### config.mk
export PLATFORM = sky130hd
export DESIGN_NAME = rv_wb
export DESIGN_NICKNAME = d
export VERILOG_FILES = /design/src/rtl/rv_wb.sv
export SDC_FILE = /design/constraint.sdc
export NUM_CORES = 2
export LEC_CHECK = 0
export BUFFER_PORTS_ARGS = -buffer_cell sky130_fd_sc_hd__buf_2
export CAP_MARGIN = 10
export CORE_ASPECT_RATIO = 0.7
export CORE_UTILIZATION = 35
export CTS_BUF_LIST = sky130_fd_sc_hd__clkbuf_8 sky130_fd_sc_hd__clkbuf_16
export DETAILED_ROUTE_END_ITERATION = 6
export GPL_ROUTABILITY_DRIVEN = 0
export PLACE_DENSITY = 0.61
export SLEW_MARGIN = 20
export SYNTH_ARGS = -nofsm -noshare
export SYNTH_HDL_FRONTEND = slang
export SYNTH_SLANG_ARGS = --single-unit
export TNS_END_PERCENT = 100
### constraint.sdc
create_clock -name clk -period 6.3 [get_ports clk]
set_input_delay 1.89 -clock clk [delete_from_list [all_inputs] [get_ports clk]]
set_output_delay 1.89 -clock clk [all_outputs]
set_load 0.05 [all_outputs]
### src/rtl/rv_wb.sv
// -----------------------------------------------------------------------------
// rv_wb : write-back stage (Q104H) of the rv pipeline.
//
// Takes the registered pre-write-back value and the D_MEM read word from the
// memory-access stage, extracts/extends load data, selects the final
// write-back value and commits it to the 32-entry integer register file.
// The register file also serves the two decode-side (Q101H) read ports, which
// see a same-cycle write through a bypass. A retired-instruction counter and a
// sticky misaligned-load flag are kept alongside.
//
// Ports:
//   clk                clock, all state updates on the rising edge
//   rst                synchronous active-low reset
//   valid_Q104H        instruction in Q104H is valid
//   rd_we_Q104H        instruction writes rd
//   rd_addr_Q104H      destination register index
//   sel_ld_Q104H       1: write back load data, 0: pre_wb_data_Q104H
//   ld_funct3_Q104H    RV32I load funct3
//   addr_lsb_Q104H     byte offset of the load address
//   dmem_rdata_Q104H   aligned D_MEM read word
//   pre_wb_data_Q104H  PC+4 / ALU result
//   rs1_addr_Q101H     decode read port 1 address
//   rs2_addr_Q101H     decode read port 2 address
//   rs1_data_Q101H     decode read port 1 data
//   rs2_data_Q101H     decode read port 2 data
//   wb_data_Q104H      final write-back value (combinational)
//   retired_cnt        number of valid instructions retired
//   misaligned_err     sticky misaligned-load flag
// -----------------------------------------------------------------------------
module rv_wb #(
    parameter int NUM_REGS = 32,
    parameter int CNT_W    = 64
) (
    input  logic             clk,
    input  logic             rst,
    input  logic             valid_Q104H,
    input  logic             rd_we_Q104H,
    input  logic [4:0]       rd_addr_Q104H,
    input  logic             sel_ld_Q104H,
    input  logic [2:0]       ld_funct3_Q104H,
    input  logic [1:0]       addr_lsb_Q104H,
    input  logic [31:0]      dmem_rdata_Q104H,
    input  logic [31:0]      pre_wb_data_Q104H,
    input  logic [4:0]       rs1_addr_Q101H,
    input  logic [4:0]       rs2_addr_Q101H,
    output logic [31:0]      rs1_data_Q101H,
    output logic [31:0]      rs2_data_Q101H,
    output logic [31:0]      wb_data_Q104H,
    output logic [CNT_W-1:0] retired_cnt,
    output logic             misaligned_err
);

    localparam logic [2:0] F3_LB  = 3'b000;
    localparam logic [2:0] F3_LH  = 3'b001;
    localparam logic [2:0] F3_LW  = 3'b010;
    localparam logic [2:0] F3_LBU = 3'b100;
    localparam logic [2:0] F3_LHU = 3'b101;

    localparam int NUM_RD_PORTS = 2;

    logic [31:0]      regs_reg [NUM_REGS];
    logic [CNT_W-1:0] retired_cnt_reg;
    logic             misaligned_err_reg;

    logic [7:0]       ld_byte;
    logic [15:0]      ld_half;
    logic [31:0]      ld_data;
    logic             misal;
    logic             we;

    // ------------------------------------------------------------------
    // Load lane extraction and extension
    // ------------------------------------------------------------------
    always_comb begin
        ld_byte = dmem_rdata_Q104H[8*addr_lsb_Q104H +: 8];
        ld_half = addr_lsb_Q104H[1] ? dmem_rdata_Q104H[31:16] : dmem_rdata_Q104H[15:0];
        case (ld_funct3_Q104H)
            F3_LB:   ld_data = {{24{ld_byte[7]}}, ld_byte};
            F3_LBU:  ld_data = {24'd0, ld_byte};
            F3_LH:   ld_data = {{16{ld_half[15]}}, ld_half};
            F3_LHU:  ld_data = {16'd0, ld_half};
            F3_LW:   ld_data = dmem_rdata_Q104H;
            default: ld_data = 32'd0;
        endcase
    end

    // Only defined load types can be misaligned; unknown funct3 just yields 0.
    always_comb begin
        misal = 1'b0;
        if (sel_ld_Q104H && valid_Q104H) begin
            if ((ld_funct3_Q104H == F3_LH || ld_funct3_Q104H == F3_LHU) && addr_lsb_Q104H[0])
                misal = 1'b1;
            else if (ld_funct3_Q104H == F3_LW && addr_lsb_Q104H != 2'b00)
                misal = 1'b1;
        end
    end

    assign wb_data_Q104H = sel_ld_Q104H ? ld_data : pre_wb_data_Q104H;

    // rst gates the write so the bypass also goes quiet while in reset.
    assign we = valid_Q104H && rd_we_Q104H && (rd_addr_Q104H != 5'd0) && !misal && rst;

    // ------------------------------------------------------------------
    // Register file, counter and sticky flag
    // ------------------------------------------------------------------
    always_ff @(posedge clk) begin
        if (!rst) begin
            for (int i = 0; i < NUM_REGS; i++) begin
                regs_reg[i] <= 32'd0;
            end
            retired_cnt_reg    <= '0;
            misaligned_err_reg <= 1'b0;
        end else begin
            if (we) begin
                regs_reg[rd_addr_Q104H] <= wb_data_Q104H;
            end
            if (valid_Q104H) begin
                retired_cnt_reg <= retired_cnt_reg + CNT_W'(1);
            end
            if (misal) begin
                misaligned_err_reg <= 1'b1;
            end
        end
    end

    assign retired_cnt    = retired_cnt_reg;
    assign misaligned_err = misaligned_err_reg;

    // ------------------------------------------------------------------
    // Decode read ports with write-through bypass
    // ------------------------------------------------------------------
    logic [4:0]  rd_port_addr [NUM_RD_PORTS];
    logic [31:0] rd_port_data [NUM_RD_PORTS];

    assign rd_port_addr[0] = rs1_addr_Q101H;
    assign rd_port_addr[1] = rs2_addr_Q101H;

    generate
        for (genvar gi = 0; gi < NUM_RD_PORTS; gi++) begin : g_rd_port
            always_comb begin
                if (rd_port_addr[gi] == 5'd0)
                    rd_port_data[gi] = 32'd0;
                else if (we && rd_port_addr[gi] == rd_addr_Q104H)
                    rd_port_data[gi] = wb_data_Q104H;
                else
                    rd_port_data[gi] = regs_reg[rd_port_addr[gi]];
            end
        end
    endgenerate

    assign rs1_data_Q101H = rd_port_data[0];
    assign rs2_data_Q101H = rd_port_data[1];

endmodule
== After elaboration in Yosys (flattened, before gate mapping) ==
Memories as Yosys holds them, arrays and structs flattened.
Cells that the tools add are included.

* Output and inout port bits: 161
* Register bits: 65
* Bits in read-only memories: 0
* Input bits: 89
* Memories: 1
* RAM bits: 1024
* Latch bits: 0
* Word-level logic and storage cells: 45

* $lt $le $gt $ge: 0
* Bitwise gates (word level): 0
* Multipliers: 0
* Equality and inequality tests: 6
* Divide/modulo/power cells: 0
* Muxes and demuxes: 17
* Reduce and logical (&&, ||, !) cells: 17
* Shift-type cells: 1
* Add/sub/neg operators: 1

{| class="wikitable"
|+ Memories
! memory !! words !! bits a word !! rd ports !! clocked after Yosys merged registers in !! wr ports !! RTL line !! source
|-
| regs_reg || 32 || 32 || 2 || 0 || 32 || 61 || <nowiki>logic [31:0] regs_reg [NUM_REGS];</nowiki>
|}

{| class="wikitable"
|+ Operators by type and width
! cell !! number
|-
| $mux W32 || 6
|-
| $pmux W32 S5 || 1
|-
| $add A64 B1 Y64 const B || 1
|-
| $reduce_or A32 Y1 || 1
|-
| $shiftx A32 B6 Y8 || 1
|-
| $mux W16 || 1
|-
| $eq A5 B5 Y1 || 2
|-
| $logic_not A5 Y1 || 2
|-
| $logic_and A1 B1 Y1 || 9
|-
| $mux W1 || 8
|-
| $eq A3 B3 Y1 const B || 2
|-
| $mux W5 || 1
|-
| $reduce_bool A5 Y1 || 1
|-
| $eq A3 B1 Y1 const B || 1
|-
| $eq A3 B2 Y1 const B || 1
|-
| $logic_not A3 Y1 || 1
|-
| $reduce_bool A2 Y1 || 1
|-
| $logic_not A1 Y1 || 1
|-
| $logic_or A1 B1 Y1 || 1
|}

== Depth between registers and ports, before layout ==
* Depth after elaboration: 13
* Mapped depth: 11
* Gate-level depth less buffers: 7

== Least setup slack after synthesis ==
OpenSTA, ideal clock, no wires.

* Path kind: input-to-output
* Start: input port addr_lsb_Q104H[0]
* End: output port rs2_data_Q101H[20]
* Stages on the path: 7
* Arrival time: 4406 ps
* Required time: 4410 ps
* Slack: 4 ps
* Path buffers: 2
* Path through: buf_2 > or2_0 > a32o_1 > a31oi_1 > nand3_1 > clkbuf_1 > o21ai_0

* Cells in the longest elaborated chain, start to end: 11
* Elaborated cells on any way between the ends: 15
* Those cells by class: shift (1); mux (7); reduce/logical (7)

{| class="wikitable"
|+ Ends and longest elaborated chain
! what !! RTL line !! source
|-
| start: declaration || 41 || <nowiki>input logic [1:0] addr_lsb_Q104H,</nowiki>
|-
| parallel branches: the longest is 9 deep, another holds $shiftx A32 B6 Y8 || n/a ||
|-
| $mux W32 (*) || 143 || <nowiki>else if (we && rd_port_addr[gi] == rd_addr_Q104H)</nowiki>
|-
| $mux W32 (*) || 141 || <nowiki>if (rd_port_addr[gi] == 5'd0)</nowiki>
|-
| end: declaration || 47 || <nowiki>output logic [31:0] rs2_data_Q101H,</nowiki>
|}

Every way passes the cells marked *.

== Worst setup path in the final report ==
* Start: input port rs1_addr_Q101H[0]
* End: output port rs1_data_Q101H[21]

* Cells in the longest elaborated chain, start to end: 4
* Elaborated cells on any way between the ends: 6
* Those cells by class: eq/ne (1); mux (2); reduce/logical (2); memory (1)

{| class="wikitable"
|+ Ends and longest elaborated chain
! what !! RTL line !! source
|-
| start: declaration || 44 || <nowiki>input logic [4:0] rs1_addr_Q101H,</nowiki>
|-
| parallel branches: the longest is 3 deep, another holds $mem_v2 Z32 W32 || n/a ||
|-
| $mux W32 (*) || 141 ||
|-
| end: declaration || 46 || <nowiki>output logic [31:0] rs1_data_Q101H,</nowiki>
|}

Marked as above.

==> report_table.html <==
<table>
<tr><th>Metric</th><th>Value</th></tr>
<tr><th colspan="2">Outcome</th></tr>
<tr><td>Run status</td><td>finished, violations left</td></tr>
<tr><td>Failing checks</td><td>setup timing</td></tr>
<tr><th colspan="2">Global routing</th></tr>
<tr><td>Global-route total usage across every layer</td><td>26.26%</td></tr>
<tr><td>Largest net degree at the start of global routing</td><td>66</td></tr>
<tr><td>Number of antenna violations at the first check in global routing</td><td>19</td></tr>
<tr><td>Total overflow reported by the global router</td><td>0</td></tr>
<tr><td>Via count of the first global-routing pass</td><td>41630</td></tr>
<tr><td>Wire length of the first global-routing pass</td><td>309600 um</td></tr>
<tr><th colspan="2">Logic synthesis</th></tr>
<tr><td>Synth Area per Inst</td><td>12.96 um2</td></tr>
<tr><td>Dominant synthesized flop cell</td><td>sky130_fd_sc_hd__edfxtp_1</td></tr>
<tr><td>Post-synthesis instance total</td><td>4429</td></tr>
<tr><td>Distinct cell type count after synthesis</td><td>66</td></tr>
<tr><td>Number of enable flip-flop cells after synthesis</td><td>1024</td></tr>
<tr><td>Fraction of registers with async set or reset after synthesis</td><td>0%</td></tr>
<tr><td>Share of the yosys chip area belonging to registers</td><td>55.84%</td></tr>
<tr><td>Yosys reg bits</td><td>1089</td></tr>
<tr><td>Synth Cell Area</td><td>57400 um2</td></tr>
<tr><td>Number of warnings issued by yosys</td><td>0</td></tr>
<tr><th colspan="2">Power and ir drop</th></tr>
<tr><td>Power density over the cells</td><td>266.0 nW/um2</td></tr>
<tr><td>Static Leak</td><td>23.93 nW</td></tr>
<tr><td>Overall power of the completed layout</td><td>17.98 mW</td></tr>
<tr><td>Peak ir drop on the vdd network</td><td>0.2536 mV</td></tr>
<tr><th colspan="2">Timing</th></tr>
<tr><td>Worst hold-check slack</td><td>0.5093 ns</td></tr>
<tr><td>Pin slew with the least headroom to its limit</td><td>1.039 ns</td></tr>
<tr><td>Slew Limit Fails</td><td>0</td></tr>
<tr><td>Highest achievable clock rate</td><td>158.5 MHz</td></tr>
<tr><td>Setup repair after global routing missed its margin</td><td>no</td></tr>
<tr><td>Rel. slew slack</td><td>30.21%</td></tr>
<tr><td>Final clock period utilization by the worst path</td><td>100.1%</td></tr>
<tr><td>Final hold violation count</td><td>0</td></tr>
<tr><td>Clock skew after layout</td><td>0.008912 ns</td></tr>
<tr><td>Final Critical Period</td><td>6.308 ns</td></tr>
<tr><td>Final setup vio count</td><td>1</td></tr>
<tr><td>Fin worst setup slack</td><td>-0.008095 ns</td></tr>
<tr><th colspan="2">Drt</th></tr>
<tr><td>Iteration-0 DRC Markers</td><td>6824</td></tr>
<tr><td>Routed via count divided by cell count</td><td>6.189</td></tr>
<tr><td>Total wire length</td><td>222500 um</td></tr>
<tr><td>DRC violations left</td><td>0</td></tr>
<tr><td>Total vias in the final route</td><td>43250</td></tr>
<tr><td>Post-DRT Antenna Nets</td><td>0</td></tr>
<tr><td>TritonRoute pass-1 iters</td><td>6</td></tr>
<tr><td>Routed wire per std cell</td><td>31.83 um</td></tr>
<tr><th colspan="2">Die</th></tr>
<tr><td>Site Rows</td><td>123</td></tr>
<tr><td>Die outline width</td><td>486.0 um</td></tr>
<tr><td>Die height</td><td>340.8 um</td></tr>
<tr><td>Starting density of the core</td><td>35.49%</td></tr>
<tr><td>Area of the die</td><td>165600 um2</td></tr>
<tr><td>Core area</td><td>161700 um2</td></tr>
<tr><td>Num ports</td><td>250</td></tr>
<tr><th colspan="2">Critical path</th></tr>
<tr><td>CP max FO</td><td>13</td></tr>
<tr><td>Category of the worst setup path capture point</td><td>primary output</td></tr>
<tr><td>Req. time, crit path</td><td>4.41 ns</td></tr>
<tr><td>Critical path class</td><td>input port to primary output</td></tr>
<tr><td>Arrival time of the worst setup path</td><td>4.42 ns</td></tr>
<tr><td>Element type at the critical path start</td><td>input port</td></tr>
<tr><th colspan="2">Placement</th></tr>
<tr><td>Placed standard-cell area</td><td>63930 um2</td></tr>
<tr><td>Port-buffer cells</td><td>249</td></tr>
<tr><td>HPWL after detailed placement</td><td>143800 um</td></tr>
<tr><th colspan="2">Clock tree</th></tr>
<tr><td>Max clock buf depth</td><td>3</td></tr>
<tr><td>Total clock sinks</td><td>1089</td></tr>
<tr><td>Cts bufs inserted</td><td>110</td></tr>
<tr><td>Reg clk slew, reported paths</td><td>0.06 ns</td></tr>
<tr><td>Postcts setup bufs</td><td>0</td></tr>
<tr><td>TritonCTS clock tree</td><td>done</td></tr>
<tr><td>Number of levels the H-tree was split into</td><td>3</td></tr>
<tr><td>Clock Latency Late Sink</td><td>0.76 ns</td></tr>
<tr><td>Root Buffer</td><td>sky130_fd_sc_hd__clkbuf_16</td></tr>
<tr><th colspan="2">Cells and area</th></tr>
<tr><td>Multi-input combinational cell area</td><td>23440 um2</td></tr>
<tr><td>Synth-to-Final Area Change</td><td>17.79%</td></tr>
<tr><td>Core utilization of the finished layout</td><td>41.80%</td></tr>
<tr><td>Fillers</td><td>14810</td></tr>
<tr><td>Fin area</td><td>67610 um2</td></tr>
<tr><td>Share of post-route cells with drive strength above 1</td><td>27.48%</td></tr>
<tr><td>Area occupied by registers</td><td>32050 um2</td></tr>
<tr><td>Layout Nets</td><td>4799</td></tr>
<tr><td>Largest register FFs</td><td>1024</td></tr>
<tr><th colspan="2">Hold path</th></tr>
<tr><td>Hold/Removal Path Class</td><td>flip-flop to flip-flop</td></tr>
<tr><th colspan="2">Flow run</th></tr>
<tr><td>Max-Cap Viols</td><td>0</td></tr>
</table>
==> kinds of logic (layout without fill, tap and decap cells) <==
group / count (synthesis) / in the layout / synth area share [%]
AOI/OAI and AO/OA: 545 / 545 / 6.943
buffers and inverters: 502 / 838 / 4.349
and+or+nand+nor: 1548 / 1548 / 11.29
xor gates and xnor gates: 71 / 71 / 1.083
adders and majority gates: 1 / 1 / 0.02179
other: 1 / 38 / 0.006533
DFF: 1089 / 1089 / 55.84
muxes: 672 / 672 / 20.47
==> where the power goes <==
| part | switching (mW) | total, mW | leakage (nW) | internal (mW) |
|---|---|---|---|---|
| registers | 0.193 | 8.46 | 10.3 | 8.27 |
| logic | 1.86 | 3.02 | 11.9 | 1.16 |
| clock network | 3.00 | 6.50 | 1.78 | 3.51 |
| total | 5.05 | 18.0 | 23.9 | 12.9 |
==> Yosys cell counts (all sizes together) (2+ instances only) <==
master | number | share of area, %
a31oi | 24 | 0.26
and3b | 4 | 0.061
clkbuf | 189 | 1.2
mux4 | 399 | 16
o22ai | 10 | 0.11
and3 | 12 | 0.13
nor2b | 37 | 0.40
nand2b | 5 | 0.054
nor4 | 4 | 0.092
nor2 | 1096 | 7.2
inv | 42 | 0.27
a221oi | 97 | 1.8
or4 | 2 | 0.026
a211oi | 14 | 0.18
a211o | 15 | 0.23
and2 | 18 | 0.20
a21oi | 88 | 0.77
edfxtp | 1024 | 54
mux2 | 23 | 0.45
o21ai | 111 | 0.97
o211ai | 31 | 0.41
and4 | 11 | 0.17
o21a | 4 | 0.052
or3 | 2 | 0.022
xor2 | 52 | 0.79
o31ai | 23 | 0.30
a2111oi | 15 | 0.23
nor3b | 4 | 0.061
nand3 | 141 | 1.2
a221o | 8 | 0.14
dfxtp | 65 | 2.3
nand4 | 25 | 0.30
mux2i | 250 | 4.4
nand2 | 158 | 1.0
buf | 271 | 2.8
a22oi | 99 | 1.4
nor3 | 26 | 0.23
xnor2 | 19 | 0.29
==> placed cells by master, fill, tap and decap left out, drive strengths merged, types with 5 or more instances in the layout <==
| cell type | synthesis | routed |
|---|---|---|
| o22ai | 10 | 10 |
| a211oi | 14 | 14 |
| o21ai | 111 | 111 |
| a31oi | 24 | 24 |
| a221oi | 97 | 97 |
| a211o | 15 | 15 |
| mux4 | 399 | 399 |
| and4 | 11 | 11 |
| nor3 | 26 | 26 |
| nand2b | 5 | 5 |
| buf | 271 | 595 |
| xor2 | 52 | 52 |
| clkbuf | 189 | 113 |
| a21oi | 88 | 88 |
| nand2 | 158 | 158 |
| o31ai | 23 | 23 |
| mux2i | 250 | 250 |
| bufinv | 0 | 7 |
| a221o | 8 | 8 |
| o211ai | 31 | 31 |
| nor2 | 1096 | 1096 |
| and3 | 12 | 12 |
| clkinv | 0 | 52 |
| diode | 0 | 6 |
| nor2b | 37 | 37 |
| a2111oi | 15 | 15 |
| nand3 | 141 | 141 |
| nand4 | 25 | 25 |
| inv | 42 | 66 |
| a22oi | 99 | 99 |
| and2 | 18 | 18 |
| conb | 1 | 32 |
| mux2 | 23 | 23 |
| edfxtp | 1024 | 1024 |
| xnor2 | 19 | 19 |
| dfxtp | 65 | 65 |
==> final cells by class <==
| type | count | share of cell area (%) |
|---|---|---|
| antenna | 6 | 0.02221 |
| inverter | 42 | 0.2369 |
| clock inverter | 87 | 0.9882 |
| timing repair buffer | 597 | 8.492 |
| multi-input combinational | 2869 | 34.66 |
| clock buffer | 112 | 4.145 |
| tap | 2187 | 4.047 |
| sequential | 1089 | 47.41 |
==> per-stage QoR <==
step                      std cells   TNS [ns]  setup slack [ns]
after floorplan                4460          0          0.004059
after global placement         6783     -1.436           -0.3417
after detailed placement       6783     -1.194           -0.3944
after CTS                      6983          0          0.003811
after global routing           6988          0           0.01450
final                          6989  -0.008095         -0.008095
==> timing repair <==
item	CTS	global route
gates resized for setup	19	25
gates cloned	1	0
hold buffers	0	0
setup endpoints to repair	12	25
pin swaps	1	0
==> worst paths after layout <==
path / endpoint / slack [ns] / start / cells after the start
max reg2reg: retired_cnt[35] / 3.76 / retired_cnt[7] / 6
min: retired_cnt[58] / 0.51 / retired_cnt[58] / 2
min reg2reg: retired_cnt[58] / 0.51 / retired_cnt[58] / 2
max: rs1_data_Q101H[21] / -0.008 / rs1_addr_Q101H[0] / 10
==> layer usage <==
layer	vias to the layer above	GRT usage, %	wire (um)
met3	548	7.264	31820
met2	3586	37.65	94110
met4	2	13.10	12310
li1	17330	-	-
met1	21790	36.43	84200
met5	-	0	20
==> worst max-delay path, stage by stage <==
cell and delay [ns]:
sky130_fd_sc_hd__buf_12 0.20, sky130_fd_sc_hd__buf_12 0.21, sky130_fd_sc_hd__buf_4 0.17, sky130_fd_sc_hd__mux4_2 0.48, sky130_fd_sc_hd__nor2b_1 0.14, sky130_fd_sc_hd__a31oi_1 0.16, sky130_fd_sc_hd__o21ai_1 0.18, sky130_fd_sc_hd__a2111oi_1 0.49
sky130_fd_sc_hd__a21oi_1 0.24, sky130_fd_sc_hd__buf_12 0.22
No activity file was read; power rests on OpenSTA's default activity.
